==> config.mk <==
export PLATFORM = sky130hd
export DESIGN_NAME = regfile_write_port_flat
export DESIGN_NICKNAME = d
export VERILOG_FILES = /design/src/rtl/regfile_pkg.sv /design/src/rtl/regfile_write_port_if.sv /design/src/rtl/regfile_wr_decoder.sv /design/src/rtl/regfile_write_port.sv /design/src/flat_wrapper.sv
export SDC_FILE = /design/constraint.sdc
export NUM_CORES = 1
export LEC_CHECK = 0
export ABC_AREA = 1
export ABC_CLOCK_PERIOD_IN_PS = 4150
export BUFFER_PORTS_ARGS = -buffer_cell sky130_fd_sc_hd__buf_2
export CELL_PAD_IN_SITES_DETAIL_PLACEMENT = 0
export CELL_PAD_IN_SITES_GLOBAL_PLACEMENT = 1
export CORE_AREA = 2 2 413 415
export CTS_CLUSTER_SIZE = 14
export DETAILED_ROUTE_END_ITERATION = 10
export DIE_AREA = 0 0 415 417
export GPL_TIMING_DRIVEN = 0
export PLACE_DENSITY = 0.41
export SYNTH_ARGS = -nofsm -noshare
export SYNTH_HDL_FRONTEND = slang
export SYNTH_SLANG_ARGS = --single-unit
==> constraint.sdc <==
create_clock -name clk -period 4.15 [get_ports clk]
set_input_delay 0 -clock clk [delete_from_list [all_inputs] [get_ports clk]]
set_output_delay 0 -clock clk [all_outputs]
set_load 0.01 [all_outputs]
==> src/rtl/regfile_pkg.sv <==
// Shared constants and types for the integer register-file write side.
package regfile_pkg;
  localparam int NUM_REGS  = 32;
  localparam int REG_IDX_W = 5;
  localparam int SP_IDX    = 2;

  typedef enum logic {
    CLEAR = 1'b0,
    RUN   = 1'b1
  } state_e;
endpackage

==> src/rtl/regfile_write_port_if.sv <==
// Write-back handshake between the WB stage (master) and the register file (slave).
interface regfile_write_port_if #(
  parameter int XLEN = 32
);
  import regfile_pkg::*;

  logic                 wb_valid;
  logic                 wb_ready;
  logic [REG_IDX_W-1:0] rd;
  logic [XLEN-1:0]      wd;

  modport master (output wb_valid, output rd, output wd, input  wb_ready);
  modport slave  (input  wb_valid, input  rd, input  wd, output wb_ready);
endinterface

==> src/rtl/regfile_wr_decoder.sv <==
// Index-to-one-hot write-enable decoder, shared by the init sweep and the write path.
module regfile_wr_decoder
  import regfile_pkg::*;
(
  input  logic                 en,
  input  logic [REG_IDX_W-1:0] idx,
  output logic [NUM_REGS-1:0]  we
);

  // One-hot enable for the selected register, all-zero when disabled
  always_comb begin
    we = '0;
    if (en) we[idx] = 1'b1;
  end

endmodule

==> src/rtl/regfile_write_port.sv <==
// Write side of the 32 x XLEN integer register file.
// Optional feature macro: REGFILE_BYPASS_EN forwards an accepted write's data
// straight onto the matching Xn output in the same cycle.
module regfile_write_port
  import regfile_pkg::*;
#(
  parameter int              XLEN    = 32,
  parameter logic [XLEN-1:0] SP_INIT = 32'h0000_3FFC
) (
  input  logic                  clk,
  input  logic                  rst_n,
  input  logic                  clear_req,
  regfile_write_port_if.slave   wb,
  output logic                  init_done,
  output logic [XLEN-1:0]       X0,  X1,  X2,  X3,  X4,  X5,  X6,  X7,
  output logic [XLEN-1:0]       X8,  X9,  X10, X11, X12, X13, X14, X15,
  output logic [XLEN-1:0]       X16, X17, X18, X19, X20, X21, X22, X23,
  output logic [XLEN-1:0]       X24, X25, X26, X27, X28, X29, X30, X31
);

  state_e               state_q;
  logic [REG_IDX_W-1:0] idx_q;
  logic                 init_done_q;

  logic                 in_clear;
  logic                 wr_fire;
  logic                 sel_en;
  logic [REG_IDX_W-1:0] sel_idx;
  logic [XLEN-1:0]      sel_data;
  logic [NUM_REGS-1:0]  we;
  logic                 unused_we0;

  // x0 has no storage, so only entries 1..31 exist
  logic [XLEN-1:0]      regs_q [1:NUM_REGS-1];
  logic [XLEN-1:0]      regs_d [1:NUM_REGS-1];
  logic [XLEN-1:0]      xout   [NUM_REGS];

  assign in_clear    = (state_q == CLEAR);
  // clear_req wins over a same-cycle write by withholding ready
  assign wb.wb_ready = (state_q == RUN) && !clear_req;
  assign wr_fire     = wb.wb_valid && wb.wb_ready;
  assign init_done   = init_done_q;
  assign unused_we0  = we[0];

  // Sweep and write path never overlap, so one decoder serves both
  always_comb begin
    sel_en   = wr_fire;
    sel_idx  = wb.rd;
    sel_data = wb.wd;
    if (in_clear) begin
      sel_en   = rst_n;
      sel_idx  = idx_q;
      sel_data = (idx_q == REG_IDX_W'(SP_IDX)) ? SP_INIT : '0;
    end
  end

  regfile_wr_decoder u_dec (
    .en  (sel_en),
    .idx (sel_idx),
    .we  (we)
  );

  // Sequencer: sweep all indices after reset or clear, then accept writes
  always_ff @(posedge clk) begin
    if (!rst_n) begin
      state_q     <= CLEAR;
      idx_q       <= '0;
      init_done_q <= 1'b0;
    end else begin
      case (state_q)
        CLEAR: begin
          idx_q <= idx_q + REG_IDX_W'(1);
          if (idx_q == REG_IDX_W'(NUM_REGS - 1)) begin
            state_q     <= RUN;
            init_done_q <= 1'b1;
          end
        end
        RUN: begin
          if (clear_req) begin
            state_q     <= CLEAR;
            idx_q       <= '0;
            init_done_q <= 1'b0;
          end
        end
        default: state_q <= CLEAR;
      endcase
    end
  end

  // Next storage contents: the enabled entry takes the selected data
  always_comb begin
    regs_d = regs_q;
    for (int n = 1; n < NUM_REGS; n++) begin
      if (we[n]) regs_d[n] = sel_data;
    end
  end

  // Storage has no reset term; the sweep is what initialises it
  always_ff @(posedge clk) begin
    regs_q <= regs_d;
  end

  // Architectural view of the registers, x0 hard-wired to zero
  always_comb begin
    xout[0] = '0;
    for (int n = 1; n < NUM_REGS; n++) begin
      xout[n] = regs_q[n];
`ifdef REGFILE_BYPASS_EN
      if (wr_fire && (wb.rd == REG_IDX_W'(n))) xout[n] = wb.wd;
`endif
    end
  end

  assign X0  = xout[0];  assign X1  = xout[1];  assign X2  = xout[2];  assign X3  = xout[3];
  assign X4  = xout[4];  assign X5  = xout[5];  assign X6  = xout[6];  assign X7  = xout[7];
  assign X8  = xout[8];  assign X9  = xout[9];  assign X10 = xout[10]; assign X11 = xout[11];
  assign X12 = xout[12]; assign X13 = xout[13]; assign X14 = xout[14]; assign X15 = xout[15];
  assign X16 = xout[16]; assign X17 = xout[17]; assign X18 = xout[18]; assign X19 = xout[19];
  assign X20 = xout[20]; assign X21 = xout[21]; assign X22 = xout[22]; assign X23 = xout[23];
  assign X24 = xout[24]; assign X25 = xout[25]; assign X26 = xout[26]; assign X27 = xout[27];
  assign X28 = xout[28]; assign X29 = xout[29]; assign X30 = xout[30]; assign X31 = xout[31];

endmodule

==> src/flat_wrapper.sv <==
// flat-port wrapper written by rule: the top's interface ports become plain ports
module regfile_write_port_flat import regfile_pkg::*;
#(
  parameter int              XLEN    = 32,
  parameter logic [XLEN-1:0] SP_INIT = 32'h0000_3FFC
)
  (clk, rst_n, clear_req, init_done, X0, X1, X2, X3, X4, X5, X6, X7, X8, X9, X10, X11, X12, X13, X14, X15, X16, X17, X18, X19, X20, X21, X22, X23, X24, X25, X26, X27, X28, X29, X30, X31, wb_wb_valid, wb_rd, wb_wd, wb_wb_ready);
  regfile_write_port_if #(.XLEN(XLEN)) wb_i ();
  input  logic clk;
  input  logic rst_n;
  input  logic clear_req;
  output logic init_done;
  output logic [XLEN-1:0] X0;
  output logic [XLEN-1:0] X1;
  output logic [XLEN-1:0] X2;
  output logic [XLEN-1:0] X3;
  output logic [XLEN-1:0] X4;
  output logic [XLEN-1:0] X5;
  output logic [XLEN-1:0] X6;
  output logic [XLEN-1:0] X7;
  output logic [XLEN-1:0] X8;
  output logic [XLEN-1:0] X9;
  output logic [XLEN-1:0] X10;
  output logic [XLEN-1:0] X11;
  output logic [XLEN-1:0] X12;
  output logic [XLEN-1:0] X13;
  output logic [XLEN-1:0] X14;
  output logic [XLEN-1:0] X15;
  output logic [XLEN-1:0] X16;
  output logic [XLEN-1:0] X17;
  output logic [XLEN-1:0] X18;
  output logic [XLEN-1:0] X19;
  output logic [XLEN-1:0] X20;
  output logic [XLEN-1:0] X21;
  output logic [XLEN-1:0] X22;
  output logic [XLEN-1:0] X23;
  output logic [XLEN-1:0] X24;
  output logic [XLEN-1:0] X25;
  output logic [XLEN-1:0] X26;
  output logic [XLEN-1:0] X27;
  output logic [XLEN-1:0] X28;
  output logic [XLEN-1:0] X29;
  output logic [XLEN-1:0] X30;
  output logic [XLEN-1:0] X31;
  input wire logic [$bits(wb_i.wb_valid)-1:0] wb_wb_valid;
  input wire logic [$bits(wb_i.rd)-1:0] wb_rd;
  input wire logic [$bits(wb_i.wd)-1:0] wb_wd;
  output wire logic [$bits(wb_i.wb_ready)-1:0] wb_wb_ready;
  assign wb_i.wb_valid = wb_wb_valid;
  assign wb_i.rd = wb_rd;
  assign wb_i.wd = wb_wd;
  assign wb_wb_ready = wb_i.wb_ready;
  regfile_write_port #(.XLEN(XLEN), .SP_INIT(SP_INIT)) u_core (.clk(clk), .rst_n(rst_n), .clear_req(clear_req), .wb(wb_i), .init_done(init_done), .X0(X0), .X1(X1), .X2(X2), .X3(X3), .X4(X4), .X5(X5), .X6(X6), .X7(X7), .X8(X8), .X9(X9), .X10(X10), .X11(X11), .X12(X12), .X13(X13), .X14(X14), .X15(X15), .X16(X16), .X17(X17), .X18(X18), .X19(X19), .X20(X20), .X21(X21), .X22(X22), .X23(X23), .X24(X24), .X25(X25), .X26(X26), .X27(X27), .X28(X28), .X29(X29), .X30(X30), .X31(X31));
endmodule
* After elaboration in Yosys (flattened, before gate mapping)
Cells that the tools add are included.
Cells by class: bitwise logic cells 1, eq/ne operators 4, add/sub/neg operators 1, reductions and logical operators 5, mux-type cells 15, $lt $le $gt $ge 2
Operator list (count):
- $mux W32 | 2
- $mux W14 | 1
- $mux W5 | 2
- $pmux W5 S2 | 1
- $lt A5 B6 Y1 const B | 1
- $mux W1 | 6
- $add A5 B1 Y5 const B | 1
- $demux W1 S5 | 1
- $eq A5 B2 Y1 const B | 1
- $eq A5 B5 Y1 const B | 1
- $ge A5 B1 Y1 const B | 1
- $ne A2 B2 Y1 const B | 2
- $pmux W1 S2 | 2
- $logic_and A1 B1 Y1 | 3
- $reduce_and A2 Y1 | 1
- $logic_not A1 Y1 | 1
- $not A1 Y1 | 1
Word-level totals: word-level logic and storage cells 62, register bits 999

* Logic depth before layout (Yosys ltp)
word-level depth 6, mapped depth 6

* By module
A second synthesis with hierarchy kept.
Second synthesis, totals: cell total of the unflattened synthesis 1208, area, all modules 30983.5 µm²
By module, submodules not included:
- regfile_write_port | area an instance 30783.3 µm², times used 1, cells each 1158
- regfile_wr_decoder | area an instance 200.2 µm², times used 1, cells each 50

* Worst setup path before layout
Ideal clock, no wire load.
kind flip-flop to flip-flop, from register u_core.state_q, to register u_core.regs_q, in the netlist u_core.X5[0], enable pin, stages on the path, launching flop included 7, arrival 2.240 ns, period minus slack after synthesis 2.661 ns, setup slack 1.489 ns, data required time 3.729 ns, cells stage by stage dfxtp_1 -> inv_2 -> buf_6 -> nand2_1 -> nand2_1 -> nand3_2 -> nor2_1
Between the ends: longest elaborated chain between the ends 6
RTL lines:
- from (decl) | line regfile_write_port.sv:21 | state_e state_q;
- from (signal assigned) | line regfile_write_port.sv:66 | state_q <= CLEAR;
- from (signal assigned) | line regfile_write_port.sv:74 | state_q <= RUN;
- from (signal assigned) | line regfile_write_port.sv:80 | state_q <= CLEAR;
- $mux W5 | line regfile_write_port.sv:50 | if (in_clear) begin
- $lt A5 B6 Y1 (implied by the code) or $ge A5 B1 Y1 (tied branches) | line regfile_wr_decoder.sv:13 | if (en) we[idx] = 1'b1;
- $logic_and A1 B1 Y1 (implied by the code) | line regfile_wr_decoder.sv:13
- $mux W1 (implied by the code) | line regfile_wr_decoder.sv:13
- $demux W1 S5 | line regfile_wr_decoder.sv:13
- $mux W32 * | line regfile_wr_decoder.sv:13
- via u_core.u_dec.we[5] | line regfile_wr_decoder.sv:7 | output logic [NUM_REGS-1:0] we
- to (signal assigned) | line regfile_write_port.sv:100 | regs_q <= regs_d;
- to (decl) | line regfile_write_port.sv:34 | logic [XLEN-1:0] regs_q [1:NUM_REGS-1];
The timed path passes the listed nets; every way through them passes the cells marked *. A chain may end at the register's enable or synchronous reset.

* Worst setup path in the final report
from register u_core.idx_q[0], to register u_core.regs_q, in the netlist u_core.X18[7] (data pin)
Between the ends: longest elaborated chain between the ends 3
RTL lines:
- from (decl) | line regfile_write_port.sv:22 | logic [REG_IDX_W-1:0] idx_q;
- from (signal assigned) | line regfile_write_port.sv:72 | idx_q <= idx_q + REG_IDX_W'(1);
- $eq A5 B2 Y1 | line regfile_write_port.sv:53 | sel_data = (idx_q == REG_IDX_W'(SP_IDX)) ? SP_INIT : '0;
- $mux W14 | line regfile_write_port.sv:53
- $mux W32 | line regfile_write_port.sv:50
- via u_core.sel_data[7] | line regfile_write_port.sv:29 | logic [XLEN-1:0] sel_data;
The timed path passes the listed nets, and every way through them passes these cells.

==> results.rst <==
.. list-table::
   :header-rows: 1

   * - Metric
     - Value
   * - Post-layout utilization of the core
     - 26.3%
   * - Remaining number of nets flagged by the antenna check after routing
     - 0
   * - Clock latency reported for the late side of the worst-skew pair
     - 730 ps
   * - Number of clock buffers inserted by TritonCTS
     - 107
   * - Tightest Pin Transition
     - 1350 ps
   * - Count of mapped cells out of synthesis
     - 1224
   * - Post-CTS setup buffer count
     - 0
   * - Placed wire-length estimate
     - 96.5 mm
   * - Max-slew violation total from the final report
     - 0
   * - Total routing usage reported by global routing
     - 14.4%
   * - Count of H-tree levels built during CTS
     - 3
   * - Run status
     - finished, final reports clean
   * - Root Buffer Master
     - sky130_fd_sc_hd__clkbuf_16
   * - Warning count from the yosys run
     - 0
   * - Switching power as a share of total power
     - 20.8%
   * - Commonest non-fill, non-tap cells in the layout
     - sky130_fd_sc_hd__buf_2 (1038), sky130_fd_sc_hd__edfxtp_1 (992), sky130_fd_sc_hd__clkbuf_16 (110)
   * - R2R setup slack
     - 1420 ps
   * - Library cell with the largest summed area after synthesis
     - sky130_fd_sc_hd__edfxtp_1
   * - Cells resized by post-CTS repair
     - 0
   * - MaxCap Viol Count
     - 0
   * - Netlist area before placement
     - 31100 um^2
   * - Post-route total power
     - 21200 uW
   * - PortBufs
     - 1034
   * - Leading cell type in the layout, fill and taps excluded
     - sky130_fd_sc_hd__buf_2
   * - Nets
     - 2508
   * - Area of the die
     - 173000 um^2
   * - Register area share after synthesis
     - 96.3%
   * - Synth-to-Final Area Change
     - 42.4%
   * - Post-Synth XOR/XNOR Area
     - 0%
   * - Iteration-0 DRC count of the detailed router
     - 1585
   * - Die Y
     - 417 um
   * - Share of the synthesized area in the top cell type
     - 95.9%
   * - Internal power contribution
     - 16800 uW
   * - FP Rows
     - 151
   * - Mapped Avg Cell Area
     - 25.4 um^2
   * - Combinational Power Share
     - 1.8%
   * - Classification of the worst setup path
     - flip-flop to flip-flop
   * - I/O Pins
     - 1067
   * - Critical R2R Capture
     - u_core.X18[7]
   * - Clock input transition at the sequential cells of the worst setup and hold paths
     - 60 ps
   * - Worst Path Arrival
     - 2850 ps
   * - Unique cell type count in the Yosys netlist
     - 20
   * - Largest family of logic cells by synthesized area
     - simple AND/OR/NAND/NOR gates
   * - Clock tree from TritonCTS
     - done
   * - Die span in x
     - 415 um
   * - Hold buffer count at CTS
     - 5
   * - Compound-Gate Fraction of Synth Area
     - 0.129%
   * - Worst min-delay path class
     - input pin to flip-flop
   * - Kind of end point of the critical path
     - flip-flop
   * - # DRC
     - 0
   * - Total length of routed wires
     - 131 mm
   * - Top flip-flop cell by instance count after synthesis
     - sky130_fd_sc_hd__edfxtp_1
   * - R2R depth
     - 5
   * - RSZ-0062 raised after global routing
     - no
   * - Share of cell area taken by muxes after synthesis
     - 0%
   * - Setup Viol. Count Final
     - 0
   * - Post-synth ARST share
     - 0%
   * - Hold Path Origin
     - wb_wd[15]
   * - Post-Synth Simple-Gate Area
     - 2.06%
   * - Antenna violations before repair
     - 4
   * - Post-route setup TNS
     - 0 ps
   * - Share of post-route cells with drive strength above 1
     - 52.9%
   * - Routed wirelength normalized by instance count
     - 27.5 um
   * - Drt first pass iters
     - 5
   * - Wire length of the first global-routing pass
     - 166 mm
   * - Top area cells in the synthesized netlist
     - sky130_fd_sc_hd__edfxtp_1 (96%), sky130_fd_sc_hd__nand2_1 (0.93%), sky130_fd_sc_hd__buf_4 (0.77%), sky130_fd_sc_hd__dfxtp_1 (0.45%), sky130_fd_sc_hd__nor2_1 (0.43%)
   * - Synth Area in Adders
     - 0.121%
   * - Net switching component of the power
     - 4420 uW
   * - Skew final
     - 42.3 ps
   * - Number of synthesized register bits
     - 999
   * - Pin count of the biggest net entering global routing
     - 32
   * - Number of hold-slack violations in the final timing report
     - 0
   * - Bufs on Longest Clock Path
     - 3
   * - Routability Congestion
     - 0.749
   * - WHS Endpoint
     - u_core.X29[15]
   * - Vias/cell
     - 3.60
   * - Worst-case headroom to the max-slew limit
     - 9.84%
   * - Initial Util
     - 18.4%
   * - EDFF count, synth
     - 992
   * - Number of non-filler instances in the completed layout
     - 4775
   * - Fraction of power consumed by the clock network
     - 45.9%
   * - Sequential power share
     - 52.4%
   * - Critical-path maximum fanout
     - 31
   * - Hold Path Stages
     - 3
   * - Congestion Overflow GR
     - 0
   * - Nature of the critical path startpoint
     - flip-flop
   * - Number of global-route vias before repair
     - 17.3k
   * - Worst hold-check slack
     - 47.4 ps
   * - Detailed-route via count
     - 17.2k
   * - Core area
     - 169000 um^2
   * - Period utilisation layout
     - 65.9%
   * - Clock Sinks
     - 999
   * - Total leakage power
     - 0.0155 uW
   * - CP startpoint
     - u_core.idx_q[0]
   * - Critical path required time
     - 4270 ps
   * - Fmax
     - 366 MHz
   * - Period minus WS final
     - 2730 ps
   * - Dpl cells
     - 4567
   * - Worst reg2reg startpoint
     - u_core.idx_q[0]
   * - Peak supply drop
     - 0.308 mV
   * - PD cells
     - 479 nW/um^2
## power groups by stage
stage                     registers, uW  logic (uW)  clock network, uW
after floorplan                   11300         127                  0
after global placement            11300         342                  0
after detailed placement          11300         380                  0
after CTS                         11100         384               9960
after global routing              11100         407              10300
final                             11100         380               9720
## worst max-delay path, cell delays in order, from the launching register on
cell and delay (ps):
sky130_fd_sc_hd__dfxtp_1 390, sky130_fd_sc_hd__inv_1 90, sky130_fd_sc_hd__ha_1 210, sky130_fd_sc_hd__nand3_1 150, sky130_fd_sc_hd__buf_2 360, sky130_fd_sc_hd__nand2_1 870
## through the flow
stage / area (um^2) / setup WS, ps
3_5_place_dp: 40600 / 1280
6_report: 44200 / 1420
4_1_cts: 44200 / 1230
3_3_place_gp: 39100 / -2240
5_1_grt: 44200 / 1170
2_1_floorplan: 31200 / 1490
## final cells by class
class	count	area (um^2)
buffer	39	294
sequential	999	29900
clock buffer	126	2810
antenna	3	7.51
fill	17300	124000
clock inverter	73	754
timing repair buffer	1100	6450
multi-input combinational	182	1080
inverter	35	131
tap	2218	2780
## layer usage
layer / track usage, % / share of wire [%] / up-vias
met3: 3.41 / 6.0 / 178
li1: - / - / 7214
met4: 5.17 / 3.2 / 4
met5: 0 / 0.023 / -
met2: 27.4 / 55 / 788
met1: 15.4 / 36 / 9013
## worst max-delay path by stage
stage                      to  slack, ps  cells past startpoint
2_1_floorplan    u_core.X5[0]       1490                      6
3_3_place_gp   u_core.X10[15]      -2240                      6
3_5_place_dp    u_core.X4[23]       1280                      5
4_1_cts        u_core.X25[23]       1230                      5
5_1_grt        u_core.X12[23]       1170                      5
6_report        u_core.X18[7]       1420                      5
## logic make-up after synthesis
logic type | count (synthesis)
adders and majority gates | 3
and+or+nand+nor | 139
buffers and inverters | 74
AOI/OAI and AO/OA | 8
DFF | 999
other | 1
## cells in the mapped netlist, types with 3 or more instances
| library cell | number |
|---|---|
| sky130_fd_sc_hd__a21oi_1 | 6 |
| sky130_fd_sc_hd__buf_2 | 4 |
| sky130_fd_sc_hd__buf_4 | 32 |
| sky130_fd_sc_hd__buf_6 | 3 |
| sky130_fd_sc_hd__dfxtp_1 | 7 |
| sky130_fd_sc_hd__edfxtp_1 | 992 |
| sky130_fd_sc_hd__ha_1 | 3 |
| sky130_fd_sc_hd__inv_1 | 34 |
| sky130_fd_sc_hd__nand2_1 | 77 |
| sky130_fd_sc_hd__nand2_2 | 5 |
| sky130_fd_sc_hd__nand2_4 | 3 |
| sky130_fd_sc_hd__nand3_1 | 3 |
| sky130_fd_sc_hd__nand3_2 | 12 |
| sky130_fd_sc_hd__nor2_1 | 36 |
(Power assumes the default switching activity.)
